[config.mk]
export PLATFORM = sky130hd
export DESIGN_NAME = restoring_divider
export DESIGN_NICKNAME = d
export VERILOG_FILES = /design/src/rtl/restoring_divider.sv
export SDC_FILE = /design/constraint.sdc
export NUM_CORES = 1
export LEC_CHECK = 0
export CORE_MARGIN = 10
export CORE_UTILIZATION = 45
export CTS_CLUSTER_DIAMETER = 50
export DETAILED_ROUTE_END_ITERATION = 8
export PLACE_DENSITY = 0.71
export RECOVER_POWER = 50
export SETUP_SLACK_MARGIN = 0.1
export SLEW_MARGIN = 20
export SYNTH_ARGS = -nofsm -noshare
export SYNTH_HDL_FRONTEND = slang
export SYNTH_SLANG_ARGS = --single-unit
[constraint.sdc]
create_clock -name clk -period 2.7 [get_ports clk]
set_input_delay 0.405 -clock clk [delete_from_list [all_inputs] [get_ports clk]]
set_output_delay 0.405 -clock clk [all_outputs]
set_load 0.1 [all_outputs]
[src/rtl/restoring_divider.sv]
// Unsigned restoring divider: one quotient bit per clock.
// Divide-by-zero finishes at once with all-ones quotient.
module restoring_divider #(
   parameter int n = 16
) (
   input  logic         clk,
   input  logic         rst,
   input  logic         start,
   input  logic [n-1:0] dividend,
   input  logic [n-1:0] divisor,
   output logic         busy,
   output logic         done,
   output logic [n-1:0] quotient,
   output logic [n-1:0] remainder,
   output logic         div_by_zero
);

   localparam int cw = $clog2(n) + 1;
   localparam logic [cw-1:0] last = cw'(n - 1);

   localparam logic [1:0] IDLE = 2'd0;
   localparam logic [1:0] RUN  = 2'd1;
   localparam logic [1:0] DONE = 2'd2;

   logic [1:0]    state;
   logic [n:0]    r;
   logic [n-1:0]  q;
   logic [n-1:0]  d;
   logic [cw-1:0] cnt;

   logic [n:0]    shifted;
   logic [n:0]    trial;
   logic [n:0]    r_nxt;
   logic [n-1:0]  q_nxt;

   // R stays below the divisor, so its top bit is always
   // zero and simply falls out of the left shift.
   logic unused_r_msb;
   assign unused_r_msb = r[n];

   assign busy = (state == RUN);
   assign done = (state == DONE);

   // One shift/subtract step; restore is a plain 2:1 select.
   always_comb begin
      shifted = {r[n-1:0], q[n-1]};
      trial   = shifted - {1'b0, d};
      r_nxt   = shifted;
      q_nxt   = {q[n-2:0], 1'b0};
      if (!trial[n]) begin
         r_nxt = trial;
         q_nxt = {q[n-2:0], 1'b1};
      end
   end

   // Control FSM, datapath registers and held results.
   always_ff @(posedge clk or posedge rst) begin
      if (rst) begin
         state       <= IDLE;
         r           <= '0;
         q           <= '0;
         d           <= '0;
         cnt         <= '0;
         quotient    <= '0;
         remainder   <= '0;
         div_by_zero <= 1'b0;
      end else begin
         unique case (state)
            IDLE: begin
               if (start) begin
                  if (divisor == '0) begin
                     quotient    <= '1;
                     remainder   <= dividend;
                     div_by_zero <= 1'b1;
                     state       <= DONE;
                  end else begin
                     d     <= divisor;
                     q     <= dividend;
                     r     <= '0;
                     cnt   <= '0;
                     state <= RUN;
                  end
               end
            end
            RUN: begin
               r   <= r_nxt;
               q   <= q_nxt;
               cnt <= cnt + 1'b1;
               if (cnt == last) begin
                  quotient    <= q_nxt;
                  remainder   <= r_nxt[n-1:0];
                  div_by_zero <= 1'b0;
                  state       <= DONE;
               end
            end
            DONE: state <= IDLE;
            default: state <= IDLE;
         endcase
      end
   end

endmodule

### Word-level counts from Yosys, hierarchy flattened

Index checks and enable logic that the tools add are counted.

| storage, ports and cells | value |
|---|---|
| word-level logic and storage cells | 52 |
| input bits | 35 |
| output and inout bits | 35 |
| register bits after elaboration | 88 |

| cells by class | value |
|---|---|
| add/subtract/negate cells | 2 |
| reductions and logical operators | 7 |
| mux-type cells | 27 |
| eq/ne operators | 7 |
| bitwise gates (word level) | 1 |

Operator list:

| kind | number |
|---|---|
| 16-bit two-way mux | 11 |
| 16-bit one-hot mux with 2 select lines | 4 |
| 17-bit by 16-bit subtractor with 17-bit output | 1 |
| 16-bit logical NOT | 1 |
| 5-bit two-way mux | 2 |
| 5-bit one-hot mux with 2 select lines | 1 |
| 2-bit two-way mux | 3 |
| 2-bit inequality test (second input constant) | 3 |
| 3-bit AND reduction | 2 |
| 5-bit by 1-bit adder with 5-bit output (second input constant) | 1 |
| 5-bit by 4-bit == test with 1-bit output (second input constant) | 1 |
| 1-bit two-way mux | 4 |
| 2-bit one-hot mux with 2 select lines | 1 |
| 4-bit AND reduction | 1 |
| 2-bit by 1-bit == test with 1-bit output (second input constant) | 1 |
| 2-bit == test (second input constant) | 1 |
| 2-bit logical NOT | 1 |
| 2-bit by 1-bit inequality test with 1-bit output (second input constant) | 1 |
| 1-bit one-hot mux with 2 select lines | 1 |
| 2-bit AND reduction | 1 |
| 2-bit nonzero test | 1 |
| 1-bit NOT | 1 |

### Logic depth before layout (Yosys ltp)

Gate-level depths: netlist (run 1).

| depth | value |
|---|---|
| depth in word-level cells | 4 |
| depth in mapped cells | 12 |

### Worst setup path after synthesis (run 1)

OpenSTA, ideal clock, no wires.

| timing path | value |
|---|---|
| kind | register -> register |
| start | reg q[15] |
| end | reg remainder[3] |
| data required time | 2.565 ns |
| stages on the path, launching flop included | 13 |
| data arrival time | 2.461 ns |
| path buffers | 2 |
| clock period less this slack | 2.595 ns |
| slack | 0.105 ns |
| cell sequence | dfrtp_1 inv_1 ha_1 fa_1 nand2b_1 a21oi_1 o21ai_1 o21a_1 buf_6 xnor2_4 buf_6 mux2i_1 o21ai_0 |

| between the ends | value |
|---|---|
| cells in the longest elaborated chain, start to end | 4 |

RTL lines:

| item | RTL line | text |
|---|---|---|
| start, declared | 27 | `logic [n-1:0] q;` |
| start signal, assigned | 78 | `q <= dividend;` |
| start signal, assigned | 87 | `q <= q_nxt;` |
| 17-bit by 16-bit subtractor with 17-bit output | 47 | `trial = shifted - {1'b0, d};` |
| 16-bit two-way mux | 50 | `if (!trial[n]) begin` |
| 16-bit two-way mux | 89 | `if (cnt == last) begin` |
| 16-bit one-hot mux with 2 select lines | 68 | `unique case (state)` |
| end signal, assigned | 73 | `remainder <= dividend;` |
| end signal, assigned | 91 | `remainder <= r_nxt[n-1:0];` |
| end, declared | 14 | `output logic [n-1:0] remainder,` |

No other way between the ends. The select of a mux whose other input is x is not followed.
A chain may end at the register's enable or synchronous reset.

### Final worst setup path (run 1)

| timing path | value |
|---|---|
| start | reg r[13] |
| end | reg r[0] |

| between the ends | value |
|---|---|
| cells in the longest elaborated chain, start to end | 3 |

RTL lines:

| item | RTL line | text |
|---|---|---|
| start, declared | 26 | `logic [n:0] r;` |
| start signal, assigned | 86 | `r <= r_nxt;` |
| 17-bit by 16-bit subtractor with 17-bit output | 47 |  |
| 16-bit two-way mux | 50 |  |
| 16-bit one-hot mux with 2 select lines | 68 |  |

No other way between the ends.

==> results by group, run 1 <==
Status
  – Outcome: finished, final reports clean

Logic synthesis
  – Most common cell in the synthesized netlist: dfrtp_1
  – Synth Register Bits: 88
  – EDFF count, synth: 0
  – Top-area cell type share of the netlist area: 0.461
  – Async set-or-reset flop fraction in the synthesized netlist: 1.00
  – Ranking of synthesized cells by area: dfrtp_1 (46%), o21ai_0 (6.1%), ha_1 (4.7%), nand2_1 (4.7%), mux2i_1 (4.6%)
  – Post-Syn Nets: 556
  – Synthesized cell area: around 4800 um^2
  – Synth area leader: dfrtp_1
  – Synth cell types: 52
  – Mean post-synth cell area: 9.52 um^2
  – Synth Flop Type: dfrtp_1
  – Ys Warns: 0
  – Syn Inst Count: roughly 500
  – Most frequent cells after synthesis: dfrtp_1 (88), nand2_1 (60), o21ai_0 (58), nand3_1 (29), nor2_1 (25)
  – Sequential share of the synthesized area: 0.461

Setup path
  – Crit. path cell count: 8
  – Worst reg2reg path startpoint: r[13]
  – CP top delay family: compound AO/OA/AOI/OAI gates
  – Kind of critical path: reg2reg
  – Reg-to-reg endpoint: r[0]
  – CP bufs+invs: 1
  – CP Capture Type: register
  – Flop2flop setup slack: approximately 0.11 ns
  – Worst Path Required: 2.99 ns
  – Crit-path cells: ha_1 -> and3_2 -> a311oi_4 -> o21a_2 -> buf_4 -> xor2_4 -> mux2_4 -> o22ai_2
  – R2R depth: 8
  – Max incr delay on CP: about 0.4 ns
  – Critical path peak fanout: 5
  – WP data arrival: 2.88 ns
  – CP Launch Type: register
  – Worst-path cell with the longest stage delay: dfrtp_1

Global route
  – M1 GR Usage: 0.234
  – Grt total ovfl: 0
  – GRT Total Usage: 0.170
  – First-pass GRT wire length: 20700 um
  – Pin count of the biggest net entering global routing: between 40 and 50
  – Global routing's busiest layer: met2
  – Met3 Track Usage GR: 0.0314
  – Antenna violations before repair: 0
  – Vias in the first global route: 4012
  – Met2 Resource Use GR: 0.265

Final layout
  – NumNets Final: 654
  – Area delta synth->final: 27.7%
  – Fill cells: 892
  – Footprint of the multi-input gates: 2490 um^2
  – Layout cell share with drive strength beyond 1: 0.182
  – FF/Latch Area: 2200 um^2
  – N_diodes: 0
  – Cell Count, Final, Fillers Out: 740

Run
  – Max_cap viols: 0

CTS
  – Clock latency at the later pin of the worst-skew pair: 0.37 ns
  – Clock buffer count from CTS: 9
  – Clock Tree Buf Depth: 2
  – Clock transition at path regs: 0.10 ns
  – CTS tree: yes
  – Clock sinks: 88
  – H-tree depth: 3
  – Clock root buffer: clkbuf_8

Route
  – DRT iter0 DRCs: 308
  – Detailed-route vias per instance: 5.66
  – Pre-antenna DRT Iters: 4
  – Post-DRT Antenna Nets: 0
  – Vias post-DR: roughly 4200
  – DRT Wirelength: about 13000 um
  – Drt wl/cell: between 15 and 20 um
  – DRC Markers: 0

STA
  – Rel. slew slack: 0.216
  – Clock Skew: 0.0115 ns
  – Final Hold Vio Count: 0
  – Final Cycle Share: 0.958
  – Tmin final: between 2 and 3 ns
  – RSZ-0062 raised after global routing: yes
  – Hold Slack: 0.510 ns
  – Fmax: ~390 MHz
  – Final setup fails: 0
  – Pins over their slew limit: 0
  – Tightest Pin Transition: 1.18 ns

Floorplan
  – DIE WIDTH: 123 um
  – Cell Rows: 37
  – Core area: 10300 um^2
  – Number of placed I/O pins: 70
  – Initial Utilization: 0.463
  – Die height: roughly 120 um
  – DIE AREA: 15100 um^2

Hold path
  – Hold Crit Class: reg2reg
  – Critical hold path startpoint: quotient[7]
  – Hold Crit Endpoint: quotient[7]
  – Hold path depth: 1

Place
  – Final HPWL from detailed placement: 9790 um
  – Port bufs: 69
  – Placer congestion estimate: 0.827
  – Dpl cells: 718
## registers in the layout, indices dropped and copies added (netlist names)
register,flops
remainder,16
state,2
d,16
quotient,16
cnt,5
div_by_zero,1
q,16
r,16
## final cells by class
type                            instances  area share
Inverter                               25      0.0158
Sequential cell                        88       0.361
Multi-Input combinational cell        363       0.409
Clock inverter                          6      0.0152
Tap cell                              136      0.0279
Clock buffer                            9      0.0203
Timing Repair Buffer                  113       0.151
## worst reg2reg max path, delay by kind of cell, from the launching register on
family,cells,cell delay [ns]
flip-flops,1,0.41
AO/OA/AOI/OAI,3,0.70
adder cells (fa/ha/maj),1,0.35
multiplexers,1,0.37
AND/OR/NAND/NOR,1,0.28
XOR/XNOR,1,0.27
buffers and inverters,1,0.15
## per-layer routing
metal	vias to the layer above	wire length, um
met4	0	154
met5	-	0
met1	2028	6110
met3	14	906
li1	1996	-
met2	147	5880
## cell usage in the layout, fill, tap and decap left out, types with 3 or more instances in the layout
cell type        synthesis  routed
xnor2_1                  5       5
ha_4                     0       3
buf_4                    1      54
o22a_1                  15      15
nor2b_1                  4       4
clkdlybuf4s50_1          0      33
nor4_1                   4       4
o21ai_0                 58      54
buf_12                   0       3
or3_1                    3       3
o21a_1                   8       7
mux2i_1                 22      18
o32a_1                   3       3
nor3_1                   7       4
o21ai_1                  3       5
nand2_1                 60      60
a211o_1                  3       3
o211ai_1                 6       6
a22oi_1                  6       6
nand4b_1                 3       3
nor2_1                  25      25
nand3_1                 29      29
ha_1                    18      15
nand4_1                  5       5
clkbuf_8                 0       9
o22ai_1                  4       3
nand2b_1                 4       3
a31oi_1                  8       7
clkbuf_1                16      17
mux2i_2                  0       3
inv_1                   23      21
buf_6                    3       4
dfrtp_1                 88      88
xor2_1                   9       9
a21oi_1                 24      23
## cell families (layout without fill, tap and decap cells)
kind of cell               count (synthesis)  after routing  share of synthesized area
buffers and inverters                     51            153                     0.0469
xor gates and xnor gates                  16             16                     0.0372
AOI/OAI and AO/OA                        152            152                      0.206
and+or+nand+nor                          152            152                      0.147
muxes                                     24             24                     0.0508
adders and majority gates                 19             19                     0.0513
DFF                                       88             88                      0.461
## worst max path at each step
| stage | from | to | slack (ns) |
|---|---|---|---|
| after CTS | r[10] | remainder[0] | 0.10 |
| after global routing | q[15] | remainder[11] | -0.006 |
| after floorplan | q[15] | remainder[3] | 0.10 |
| after global placement | divisor[11] | remainder[2] | -0.04 |
| after detailed placement | divisor[12] | remainder[10] | -0.07 |
| final | r[13] | r[0] | 0.11 |
## through the flow
| stage | TNS [ns] | util | setup slack [ns] | instance area (um^2) |
|---|---|---|---|---|
| after floorplan | 0 | - | 0.105 | 4780 |
| after global placement | -0.144 | 0.556 | -0.0386 | 5740 |
| after detailed placement | -0.509 | 0.556 | -0.0721 | 5740 |
| after CTS | 0 | 0.587 | 0.103 | 6060 |
| after global routing | -0.00563 | 0.591 | -0.00563 | 6100 |
| final | 0 | 0.591 | 0.113 | 6100 |
## repair_timing
item                                    4_1_cts  5_1_grt
buffers inserted                              6        1
pin swaps                                     3       13
hold buffers                                  0        0
resized for setup                            12       25
endpoints found under the setup margin       29       32
Power of run 1 is left out: the tool's default activity adds up to more than one toggle a clock period on the data nets, which glitch-free logic cannot reach.
==> run 2, diff against run 1 <==
==> constraint.sdc (replaced) <==
create_clock -name clk -period 2.7 [get_ports clk]
set_input_delay 0.405 -clock clk [delete_from_list [all_inputs] [get_ports clk]]
set_output_delay 0.405 -clock clk [all_outputs]
set_load 0.05 [all_outputs]
==> results by group, run 2 (same netlist as run 1, synthesis figures left out) <==
Route
  – DRT iter0 DRCs: 312 (+1.3%)
  – Drt wl/cell: 17.7 um (+0.19%)
  – Pre-antenna DRT Iters: 5 (+1)
  – Vias post-DR: 4263 (+1.9%)
  – DRC Markers: 0 (unchanged)
  – Post-DRT Antenna Nets: 0 (unchanged)
  – Detailed-route vias per instance: 5.74 (+1.5%)
  – DRT Wirelength: 13100 um (+0.60%)

Setup path
  – Worst reg2reg path startpoint: d[0]
  – Worst Path Required: 2.96 ns (-0.03 ns)
  – R2R depth: 10 (+2)
  – CP Capture Type: register
  – Reg-to-reg endpoint: remainder[2]
  – First element of the critical path: d[0]
  – Flop2flop setup slack: 0.10 ns (about the same)
  – CP bufs+invs: 1 (unchanged)
  – Worst Setup EP: remainder[2]
  – Crit-path cells: ha_4 -> fa_2 -> nand2b_4 -> a21oi_4 -> o21ai_2 -> o21a_2 -> buf_4 -> xor2_4 -> and3_4 -> o32a_1
  – CP top delay family: compound AO/OA/AOI/OAI gates
  – Critical path peak fanout: 5 (unchanged)
  – Max incr delay on CP: 0.43 ns (+0.02 ns)
  – Kind of critical path: reg2reg
  – Crit. path cell count: 10 (+2)
  – CP Launch Type: register
  – WP data arrival: 2.86 ns (-0.02 ns)
  – Worst-path cell with the longest stage delay: dfrtp_1

STA
  – Final Cycle Share: 0.961 (+0.00332)
  – Setup WS post-layout: 0.104 ns (-0.00897 ns)
  – Tmin final: 2.60 ns (+0.00897 ns)
  – Pins over their slew limit: 0 (unchanged)
  – Tightest Pin Transition: 1.20 ns (+0.0182 ns)
  – Final setup fails: 0 (unchanged)
  – RSZ-0062 raised after global routing: yes
  – Final Hold Vio Count: 0 (unchanged)
  – Rel. slew slack: 0.201 (-0.0155)
  – Clock Skew: 0.0125 ns (+0.00101 ns)
  – Fmax: 385 MHz (-0.35%)
  – TNS Setup: 0 ns (unchanged)

Floorplan
  – DIE AREA: 15100 um^2 (unchanged)
  – Die height: 123 um (unchanged)
  – Initial Utilization: 0.463 (unchanged)
  – Core area: 10300 um^2 (unchanged)
  – Cell Rows: 37 (unchanged)
  – Number of placed I/O pins: 70 (unchanged)
  – DIE WIDTH: 123 um (unchanged)

CTS
  – CTS tree: yes
  – H-tree depth: 3 (unchanged)
  – Clock latency at the later pin of the worst-skew pair: 0.37 ns (about the same)
  – Clock Tree Buf Depth: 2 (unchanged)
  – # hold bufs at CTS: 0 (unchanged)
  – Clock buffer count from CTS: 9 (unchanged)
  – Clock sinks: 88 (unchanged)
  – Clock root buffer: clkbuf_8
  – Clock transition at path regs: 0.10 ns (about the same)

Place
  – Port bufs: 69 (unchanged)
  – Placer congestion estimate: 0.842 (+1.8%)
  – Final HPWL from detailed placement: 9510 um (-2.9%)
  – Post-Place Worst Slack: -0.0811 ns (-0.00897 ns)

Final layout
  – Layout cell share with drive strength beyond 1: 0.163 (-0.0190)
  – Final core utilization: 0.608 (+0.0171)
  – Most common cell after layout, fill and taps aside: dfrtp_1
  – NumNets Final: 656 (+0.31%)
  – N_diodes: 0 (unchanged)
  – Most frequent cells in the layout: dfrtp_1 (87), nand2_1 (59), o21ai_0 (54)
  – Area delta synth->final: 31.3%

Global route
  – Grt total ovfl: 0 (unchanged)
  – Global routing's busiest layer: met2
  – Met2 Resource Use GR: 0.267 (+0.00201)
  – Antenna violations before repair: 0 (unchanged)
  – Pin count of the biggest net entering global routing: 89 (+89%)
  – Vias in the first global route: 4134 (+3.0%)
  – First-pass GRT wire length: 20600 um (-0.20%)
  – GRT Total Usage: 0.169 (-0.00144)
  – Met3 Track Usage GR: 0.0314 (unchanged)
  – M1 GR Usage: 0.228 (-0.00581)

Hold path
  – Hold Crit Class: reg2reg
  – Critical hold path startpoint: cnt[4]

Run
  – Max_cap viols: 0 (unchanged)

Status
  – Outcome: finished, final reports clean
==> run 2: cell count changes in the layout (fill, tap and decap cells not counted), sizes merged <==
cell           change
buf               -17
clkdlybuf4s50     +19
dlygate4sd3       +15
clkbuf            -14
inv                +1
clkinv             -1
==> run 2: worst min-delay path by stage <==
stage | endpoint | slack (ns) | cells after the start
final | cnt[4] | 0.51 | 2
after global routing | quotient[7] | 0.53 | 1
after CTS | cnt[4] | 0.51 | 2
after detailed placement | cnt[4] | 0.49 | 2
after global placement | cnt[4] | 0.49 | 2
after floorplan | cnt[4] | 0.47 | 2
==> run 2: area by class of cell <==
cell class | count | area (um^2)
fillers | 845 | 4050
multi-input cells | 363 | 2500
flip-flops and latches | 88 | 2200
repair buffers | 115 | 1070
well taps | 136 | 170
clock buffers | 10 | 138
inverters | 25 | 105
clock inverters | 6 | 97.6
==> run 2: routing by layer <==
metal / vias to the layer above / part of all wire
li1: 2016 / -
met1: 2083 / 0.46
met2: 149 / 0.46
met3: 15 / 0.068
met4: 0 / 0.010
met5: - / 0
==> run 2: stage by stage <==
| stage | cells | hold slack [ns] | area, um^2 |
|---|---|---|---|
| 2_1_floorplan | 502 | 0.469 | 4780 |
| 3_3_place_gp | 717 | 0.486 | 5810 |
| 3_5_place_dp | 717 | 0.492 | 5810 |
| 4_1_cts | 737 | 0.514 | 6110 |
| 5_1_grt | 743 | 0.526 | 6280 |
| 6_report | 743 | 0.505 | 6280 |
==> run 2: repair_timing <==
action,4_1_cts,5_1_grt
endpoints found under the setup margin,28,34
pin swaps,2,9
gates resized for setup,8,34
setup buffers,4,6
endpoints found under the hold margin,0,0
==> run 2: worst min-delay path: cells and delay by family (launching register included) <==
kind,cells,cell delay [ns]
AOI/OAI and AO/OA,1,0.07
DFF,1,0.35
and+or+nand+nor,1,0.06
Power of run 2 is left out for the same reason.
==> run 3, diff against run 2 <==
--- a/config.mk
+++ b/config.mk
@@ -6,11 +6,11 @@
 export NUM_CORES = 1
 export LEC_CHECK = 0
 export CORE_MARGIN = 10
-export CORE_UTILIZATION = 45
+export CORE_UTILIZATION = 49
 export CTS_CLUSTER_DIAMETER = 50
+export CTS_CLUSTER_SIZE = 28
 export DETAILED_ROUTE_END_ITERATION = 8
-export PLACE_DENSITY = 0.71
-export RECOVER_POWER = 50
+export PLACE_DENSITY = 0.76
 export SETUP_SLACK_MARGIN = 0.1
 export SLEW_MARGIN = 20
 export SYNTH_ARGS = -nofsm -noshare
==> results by group, run 3 (same netlist as run 1, synthesis figures left out) <==
Status
  – Outcome: finished, final reports clean

Setup path
  – Reg-to-reg endpoint: remainder[7]
  – Critical path peak fanout: 5 (unchanged)
  – CP Capture Type: register
  – Worst Path Required: 2.92 ns (-0.04 ns)
  – CP Launch Type: register
  – WP data arrival: 2.78 ns (-0.08 ns)
  – Max incr delay on CP: 0.44 ns (about the same)
  – Kind of critical path: reg2reg
  – Worst Setup EP: remainder[7]
  – Flop2flop setup slack: 0.13 ns (+0.03 ns)
  – Crit-path cells: ha_4 -> fa_2 -> nand2b_4 -> a21oi_4 -> o21ai_2 -> o21a_4 -> xnor2_4 -> buf_6 -> mux2i_4 -> o21ai_0
  – Worst reg2reg path startpoint: d[0]
  – Worst-path cell with the longest stage delay: dfrtp_1
  – R2R depth: 10 (unchanged)
  – First element of the critical path: d[0]

Route
  – Vias post-DR: 4343 (+1.9%)
  – Detailed-route vias per instance: 5.91 (+3.0%)
  – Pre-antenna DRT Iters: 5 (unchanged)
  – DRT iter0 DRCs: 428 (+37%)
  – Post-DRT Antenna Nets: 0 (unchanged)
  – DRT Wirelength: 13900 um (+6.2%)
  – Drt wl/cell: 19.0 um (+7.4%)
  – DRC Markers: 0 (unchanged)

Place
  – Dpl cells: 713 (-0.56%)
  – Placer congestion estimate: 0.938 (+11%)
  – Port bufs: 69 (unchanged)
  – Final HPWL from detailed placement: 10400 um (+9.5%)

Final layout
  – Fill cells: 805 (-4.7%)
  – Final core utilization: 0.663 (+0.0548)
  – Area delta synth->final: 30.0%
  – NumNets Final: 655 (-0.15%)
  – Layout cell share with drive strength beyond 1: 0.142 (-0.0212)
  – Cell Count, Final, Fillers Out: 735 (-1.1%)
  – N_diodes: 0 (unchanged)
  – Most frequent cells in the layout: dfrtp_1 (88), clkdlybuf4s50_1 (67), nand2_1 (60)
  – Most common cell after layout, fill and taps aside: dfrtp_1

STA
  – Clock Skew: 0.0151 ns (+0.00252 ns)
  – Final setup fails: 0 (unchanged)
  – Final Cycle Share: 0.951 (-0.0106)
  – TNS Setup: 0 ns (unchanged)
  – Tmin final: 2.57 ns (-0.0285 ns)
  – Hold Slack: 0.475 ns (-0.0299 ns)
  – Fmax: 390 MHz (+1.1%)
  – RSZ-0062 raised after global routing: yes
  – Pins over their slew limit: 0 (unchanged)
  – Final Hold Vio Count: 0 (unchanged)
  – Tightest Pin Transition: 0.778 ns (-0.421 ns)
  – Rel. slew slack: 0.480 (+0.280)

CTS
  – Clock Tree Buf Depth: 2 (unchanged)
  – Clock root buffer: clkbuf_8
  – Clock buffer count from CTS: 9 (unchanged)
  – # hold bufs at CTS: 0 (unchanged)
  – Clock transition at path regs: 0.11 ns (about the same)
  – Clock sinks: 88 (unchanged)
  – H-tree depth: 3 (unchanged)
  – Clock latency at the later pin of the worst-skew pair: 0.37 ns (about the same)
  – CTS tree: yes

Run
  – Max_cap viols: 0 (unchanged)

Global route
  – First-pass GRT wire length: 22800 um (+10%)
  – Grt total ovfl: 0 (unchanged)
  – Vias in the first global route: 4410 (+6.7%)
  – Antenna violations before repair: 0 (unchanged)
  – GRT Total Usage: 0.196 (+0.0277)
  – Pin count of the biggest net entering global routing: 34 (-62%)

Floorplan
  – Cell Rows: 35 (-5.4%)
  – DIE WIDTH: 119 um (-3.5%)
  – Initial Utilization: 0.510 (+0.0470)
  – DIE AREA: 14100 um^2 (-6.9%)
  – Number of placed I/O pins: 70 (unchanged)
  – Core area: 9370 um^2 (-9.2%)
  – Die height: 119 um (-3.5%)

Hold path
  – Hold Crit Class: in2async
-- run 3: changes by cell type in the layout (fill, tap and decap cells not counted), sizes merged --
cell,delta
clkbuf,-4
buf,+2
dlygate4sd3,-16
dlymetal6s2s,+1
bufinv,-2
clkinv,+2
inv,+1
clkdlybuf4s50,+15
-- run 3: what timing repair did --
| item | in CTS | in global routing |
|---|---|---|
| pin swaps | 3 | 7 |
| endpoints found under the setup margin | 33 | 23 |
| buffers inserted | 0 | 6 |
| gates resized for setup | 18 | 15 |
-- run 3: through the flow --
| stage | setup slack [ns] | instance area, um^2 |
|---|---|---|
| after floorplan | 0.105 | 4780 |
| after global placement | -0.0431 | 5830 |
| after detailed placement | -0.167 | 5830 |
| after CTS | 0.0973 | 6120 |
| after global routing | 0.0505 | 6210 |
| final | 0.133 | 6210 |
-- run 3: critical path: cells and delay by family (launching register included) --
family	cells	cell delay (ns)
AND/OR/NAND/NOR	1	0.16
XOR/XNOR	1	0.23
buffers and inverters	1	0.15
flip-flops	1	0.44
adder cells (fa/ha/maj)	2	0.55
multiplexers	1	0.26
AO/OA/AOI/OAI	4	0.61
-- run 3: cell type report --
type	instances	area, um^2	area share
clock buffers	9	124	0.0199
clock inverters	7	71.3	0.0115
inverters	25	97.6	0.0157
multi-input cells	363	2480	0.399
flip-flops and latches	88	2200	0.355
well taps	129	161	0.0260
repair buffers	114	1080	0.173
-- run 3: worst min path at each step --
stage                   endpoint  slack (ns)  cells after the start         start
floorplan                 cnt[4]        0.47                      2        cnt[4]
global placement     div_by_zero        0.47                      1   div_by_zero
detailed placement  quotient[14]        0.50                      1  quotient[14]
CTS                         r[4]        0.48                      2           rst
global route                r[4]        0.51                      2           rst
finish               div_by_zero        0.48                      2           rst
-- run 3: routing by layer --
metal | global-route usage | vias up | part of all wire
met5 | 0 | - | 0
met4 | 0.0557 | 0 | 0.018
met3 | 0.0447 | 19 | 0.071
met2 | 0.317 | 201 | 0.47
met1 | 0.257 | 2113 | 0.44
li1 | - | 2010 | -
Power of run 3 is left out for the same reason.
